--- config.mk ---
export PLATFORM = sky130hd
export DESIGN_NAME = gbe_txfull_monitor
export DESIGN_NICKNAME = d
export VERILOG_FILES = /design/src/rtl/gbe_txfull_monitor.sv
export SDC_FILE = /design/constraint.sdc
export NUM_CORES = 1
export LEC_CHECK = 0
export BUFFER_PORTS_ARGS = -buffer_cell sky130_fd_sc_hd__buf_2
export CAP_MARGIN = 25
export CORE_MARGIN = 1.5
export CORE_UTILIZATION = 56
export CTS_BUF_LIST = sky130_fd_sc_hd__clkbuf_16
export CTS_CLUSTER_SIZE = 40
export DETAILED_ROUTE_END_ITERATION = 6
export PLACE_DENSITY = 0.83
export SETUP_SLACK_MARGIN = 0.5
export SKIP_LAST_GASP = 1
export SYNTH_ARGS = -nofsm -noshare
export SYNTH_HDL_FRONTEND = slang
export SYNTH_SLANG_ARGS = --single-unit
--- constraint.sdc ---
create_clock -name user_clk -period 3.15 [get_ports user_clk]
set_clock_uncertainty 0.05 [all_clocks]
set_input_delay 0.63 -clock user_clk [delete_from_list [all_inputs] [get_ports user_clk]]
set_output_delay 0.63 -clock user_clk [all_outputs]
set_load 0.05 [all_outputs]
--- src/rtl/gbe_txfull_monitor.sv ---
// TX FIFO almost-full / overflow monitor: registered inputs, edge detect, and
// three saturating-or-wrapping counters sharing one clear/enable path.

module gbe_txfull_ctr #(
  parameter int W   = 32,
  parameter bit SAT = 1'b1
) (
  input  logic         clk,
  input  logic         rst_n,
  input  logic         clr,
  input  logic         en,
  input  logic         inc,
  output logic [W-1:0] cnt,
  output logic         hit
);
  logic [W-1:0] cnt_q, cnt_d;

  always_comb begin
    cnt_d = cnt_q;
    hit   = 1'b0;
    if (clr) begin
      cnt_d = '0;
    end else if (en && inc) begin
      if (&cnt_q) begin
        hit   = 1'b1;
        cnt_d = SAT ? cnt_q : '0;
      end else begin
        cnt_d = cnt_q + W'(1);
      end
    end
  end

  always_ff @(posedge clk or negedge rst_n) begin
    if (!rst_n) cnt_q <= '0;
    else        cnt_q <= cnt_d;
  end

  assign cnt = cnt_q;
endmodule

module gbe_txfull_monitor #(
  parameter int CTR_WIDTH = 32,
  parameter int SATURATE  = 1
) (
  input  logic                 user_clk,
  input  logic                 user_rst_n,
  input  logic                 tx_afull,
  input  logic                 tx_overflow,
  input  logic                 ctr_rst,
  input  logic                 ctr_en,
  output logic [CTR_WIDTH-1:0] full_events,
  output logic [CTR_WIDTH-1:0] full_cycles,
  output logic [CTR_WIDTH-1:0] ovf_events,
  output logic                 full_now,
  output logic                 ctr_ovf
);
  localparam int NUM_CTR = 3;

  logic afull_q, afull_d, afull_qq, afull_qd;
  logic ovf_q, ovf_d, rst_q, rst_d, en_q, en_d;
  logic ctr_ovf_q, ctr_ovf_d;

  logic [NUM_CTR-1:0]                evt;
  logic [NUM_CTR-1:0]                hit;
  logic [NUM_CTR-1:0][CTR_WIDTH-1:0] cnt;

  always_comb begin
    afull_d  = tx_afull;
    afull_qd = afull_q;
    ovf_d    = tx_overflow;
    rst_d    = ctr_rst;
    en_d     = ctr_en;
  end

  always_ff @(posedge user_clk or negedge user_rst_n) begin
    if (!user_rst_n) begin
      afull_q  <= 1'b0;
      afull_qq <= 1'b0;
      ovf_q    <= 1'b0;
      rst_q    <= 1'b0;
      en_q     <= 1'b0;
    end else begin
      afull_q  <= afull_d;
      afull_qq <= afull_qd;
      ovf_q    <= ovf_d;
      rst_q    <= rst_d;
      en_q     <= en_d;
    end
  end

  // afull_qq tracks through clear and disable, so an episode spanning
  // either is never counted as a fresh rise afterwards.
  assign evt[0] = afull_q & ~afull_qq;
  assign evt[1] = afull_q;
  assign evt[2] = ovf_q;

  for (genvar i = 0; i < NUM_CTR; i++) begin : g_ctr
    gbe_txfull_ctr #(
      .W   (CTR_WIDTH),
      .SAT (SATURATE != 0)
    ) u_ctr (
      .clk   (user_clk),
      .rst_n (user_rst_n),
      .clr   (rst_q),
      .en    (en_q),
      .inc   (evt[i]),
      .cnt   (cnt[i]),
      .hit   (hit[i])
    );
  end

  always_comb begin
    ctr_ovf_d = rst_q ? 1'b0 : (ctr_ovf_q | (|hit));
  end

  always_ff @(posedge user_clk or negedge user_rst_n) begin
    if (!user_rst_n) ctr_ovf_q <= 1'b0;
    else             ctr_ovf_q <= ctr_ovf_d;
  end

  assign full_events = cnt[0];
  assign full_cycles = cnt[1];
  assign ovf_events  = cnt[2];
  assign full_now    = afull_q;
  assign ctr_ovf     = ctr_ovf_q;
endmodule

==> flow_metrics.env <==
export IMPL_syn_inst=593
export IMPL_slew_limit_headroom=0.454
export IMPL_coreArea_um2=9680
export IMPL_setup_viol=0
export IMPL_p_leak_nw=2.80
export IMPL_syn_nets=602
export IMPL_final_util=0.675
export IMPL_avgSynthCellArea_um2=9.35
export IMPL_pre_cts_ws_ns=0.619
export IMPL_drtIter0Drc=335
export IMPL_grt_max_degree=84
export IMPL_cp_start_kind="flop"
export IMPL_place_port_buffers=103
export IMPL_final_hold_violation_count=0
export IMPL_seq_area_frac_synth=0.460
export IMPL_crit_fanout=13
export IMPL_path_cells="ha_1 > nand3_1 > or3_4 > nor4_4 > buf_4 > nor4_2 > mux2_4"
export IMPL_cts_num_sinks=102
export IMPL_ys_types=51
export IMPL_die_area_um2=10500
export IMPL_crit_buf_inv=1
export IMPL_cp_slowest_stage_delay_ns=0.49
export IMPL_synth_edf_count=0
export IMPL_clk_path_buf_depth=2
export IMPL_grt_ovfl_total=0
export IMPL_num_fill_cells=785
export IMPL_seq_area_um2=2550
export IMPL_die_w_um=102
export IMPL_crit_type="reg -> reg"
export IMPL_hpwl_mm=9.90
export IMPL_outcome="finished clean"
export IMPL_yosys_warnings=0
export IMPL_grt_usage=0.279
export IMPL_cts_made_buffers=9
export IMPL_synth_seq_cells=102
export IMPL_root_buffer="clkbuf_16"
export IMPL_ios=104
export IMPL_syn_area_um2=5540
export IMPL_ys_flop_type="dfrtp_1"
export IMPL_instances_no_fill=837
export IMPL_whs_ns=0.118
export IMPL_fin_crit_ns=2.53
export IMPL_cp_slowest_cell="or3_4"
export IMPL_dr_pass1_iters=5
export IMPL_h_tree_depth=3
export IMPL_post_route_drc_count=0
export IMPL_post_route_cells_drive_above_1_share=0.223
export IMPL_via_per_inst=6.49
export IMPL_nNetsFinal=707
export IMPL_worst_slack_ns=0.622
export IMPL_fin_crit_sh=0.803
export IMPL_multi_input_area_um2=2810
export IMPL_grt_pass1_wl_mm=23.2
export IMPL_gp_congestion=0.823
export IMPL_endpoint_kind="flop"
export IMPL_start_util=0.572
export IMPL_cts_tree="built"
export IMPL_dp_cells=813
export IMPL_maxCapViolations=0
export IMPL_antenna_found_initial=0
export IMPL_synthArstFlopShare=1.00
export IMPL_num_vias=5431
export IMPL_cpLargestDelayFamily="simple AND/OR/NAND/NOR gates"
export IMPL_rows=36
export IMPL_worstSkewPairLatency_ns=0.35
export IMPL_maxSlewViolCount=0
export IMPL_max_freq_ghz=0.396
export IMPL_path_clk_slew_ns=0.06
export IMPL_worstPathRequired_ns=3.33
export IMPL_tightest_slew_ns=0.817
export IMPL_tns_ns=0
export IMPL_rsz0062_at_grt="no"
export IMPL_die_height_um=102
export IMPL_wl_mm=14.6
export IMPL_reg2reg_slack_ns=0.62
export IMPL_syn_to_final_growth_pct=17.9
export IMPL_wl_per_cell_um=17.4
export IMPL_grt_pass1_vias=4914
export IMPL_cp_arrival_ns=2.71
export IMPL_hp_class="in -> async"
export IMPL_ir_worst_vdd_mv=0.235
export IMPL_power_density_nw_per_um2=395
export IMPL_ant_nets=0
## worst reg2reg max path, delay by kind of cell (launching register included)
family,cells,cell delay (ns)
AND/OR/NAND/NOR,4,1.14
flip-flops,1,0.44
multiplexers,1,0.33
buffers and inverters,1,0.26
adder cells (fa/ha/maj),1,0.21
## path summary, 6_finish.rpt
kind / depth (start not counted) / start / endpoint
setup / recovery: 7 / g_ctr[1].u_ctr.cnt[0]$_DFFE_PN0P_ / g_ctr[1].u_ctr.cnt[21]$_DFFE_PN0P_
hold / removal: 1 / user_rst_n / g_ctr[1].u_ctr.cnt[13]$_DFFE_PN0P_
setup reg to reg: 7 / g_ctr[1].u_ctr.cnt[0]$_DFFE_PN0P_ / g_ctr[1].u_ctr.cnt[21]$_DFFE_PN0P_
hold reg to reg: 0 / full_now$_DFF_PN0_ / afull_qq$_DFF_PN0_
max in group asynchronous: 2 / user_rst_n / g_ctr[2].u_ctr.cnt[6]$_DFFE_PN0P_
min in group user_clk: 1 / tx_afull / full_now$_DFF_PN0_
## cells in the mapped netlist, types with 7 or more instances
cell type / instances / area share
xor2_1: 12 / 0.019
dfrtp_1: 102 / 0.46
or3_1: 38 / 0.043
o21ai_0: 29 / 0.026
or4_1: 29 / 0.039
and3_1: 7 / 0.0079
nand4_1: 30 / 0.034
nand3_1: 42 / 0.038
clkbuf_1: 17 / 0.012
a21oi_1: 79 / 0.071
nor2_1: 17 / 0.012
and4_1: 9 / 0.014
o31ai_1: 28 / 0.038
o21ai_1: 8 / 0.0072
nor3_1: 12 / 0.011
nor4_1: 11 / 0.012
nand2_1: 39 / 0.026
inv_1: 8 / 0.0054
## per-stage QoR
| stage | cell area [um^2] | total power [mW] |
|---|---|---|
| floorplan | 5540 | 1.46 |
| CTS | 6480 | 2.60 |
| finish | 6540 | 2.58 |
| detailed placement | 6190 | 1.53 |
| global route | 6530 | 2.68 |
| global placement | 6190 | 1.52 |
## flip-flops by register name (all words and copies together), names as in the netlist
signal,flops
g_ctr.u_ctr.cnt,96
full_now,1
ovf_q,1
ctr_ovf,1
afull_qq,1
en_q,1
rst_q,1
## cell type report
type,instances,share of cell area
Multi-Input combinational cell,453,0.430
Clock inverter,7,0.00900
Timing Repair Buffer,124,0.105
Inverter,8,0.00459
Clock buffer,9,0.0345
Sequential cell,102,0.391
Tap cell,133,0.0255
Antenna cell,1,0.000383
## cell usage in the layout (no fill, tap or decap), drive strengths merged, types with 16 or more instances in the layout
| cell type | netlist | final |
|---|---|---|
| o21ai | 38 | 38 |
| or3 | 38 | 38 |
| or4 | 31 | 31 |
| dfrtp | 102 | 102 |
| nor4 | 16 | 16 |
| a21oi | 80 | 80 |
| nand3 | 42 | 42 |
| o31ai | 29 | 29 |
| nor2 | 17 | 17 |
| nand4 | 32 | 32 |
| nand2 | 39 | 39 |
| buf | 13 | 124 |
## layer usage
metal / track usage / vias up / wire length (um)
li1: - / 2510 / -
met1: 0.371 / 2663 / 6130
met2: 0.454 / 223 / 7160
met3: 0.0556 / 35 / 1010
met4: 0.107 / 0 / 298
met5: 0 / - / 0
## repair_timing
item,4_1_cts,5_1_grt
hold buffers,0,0
setup buffers,0,7
gates resized for setup,0,1
setup endpoints to repair,0,5
## where the power goes
part	switching, mW	internal, mW
logic	0.132	0.0364
clock network	0.468	0.604
registers	0.0186	1.32
## cells by family (layout without fill, tap and decap cells)
group,Yosys count,count (layout),share of synthesized area
AND/OR/NAND/NOR,259,259,0.280
AO/OA/AOI/OAI,171,171,0.185
flip-flops,102,102,0.460
buffers and inverters,38,148,0.0332
XOR/XNOR,17,17,0.0269
adder cells (fa/ha/maj),3,3,0.00677
multiplexers,3,3,0.00745
other,0,1,0
(Power assumes the default switching activity.)
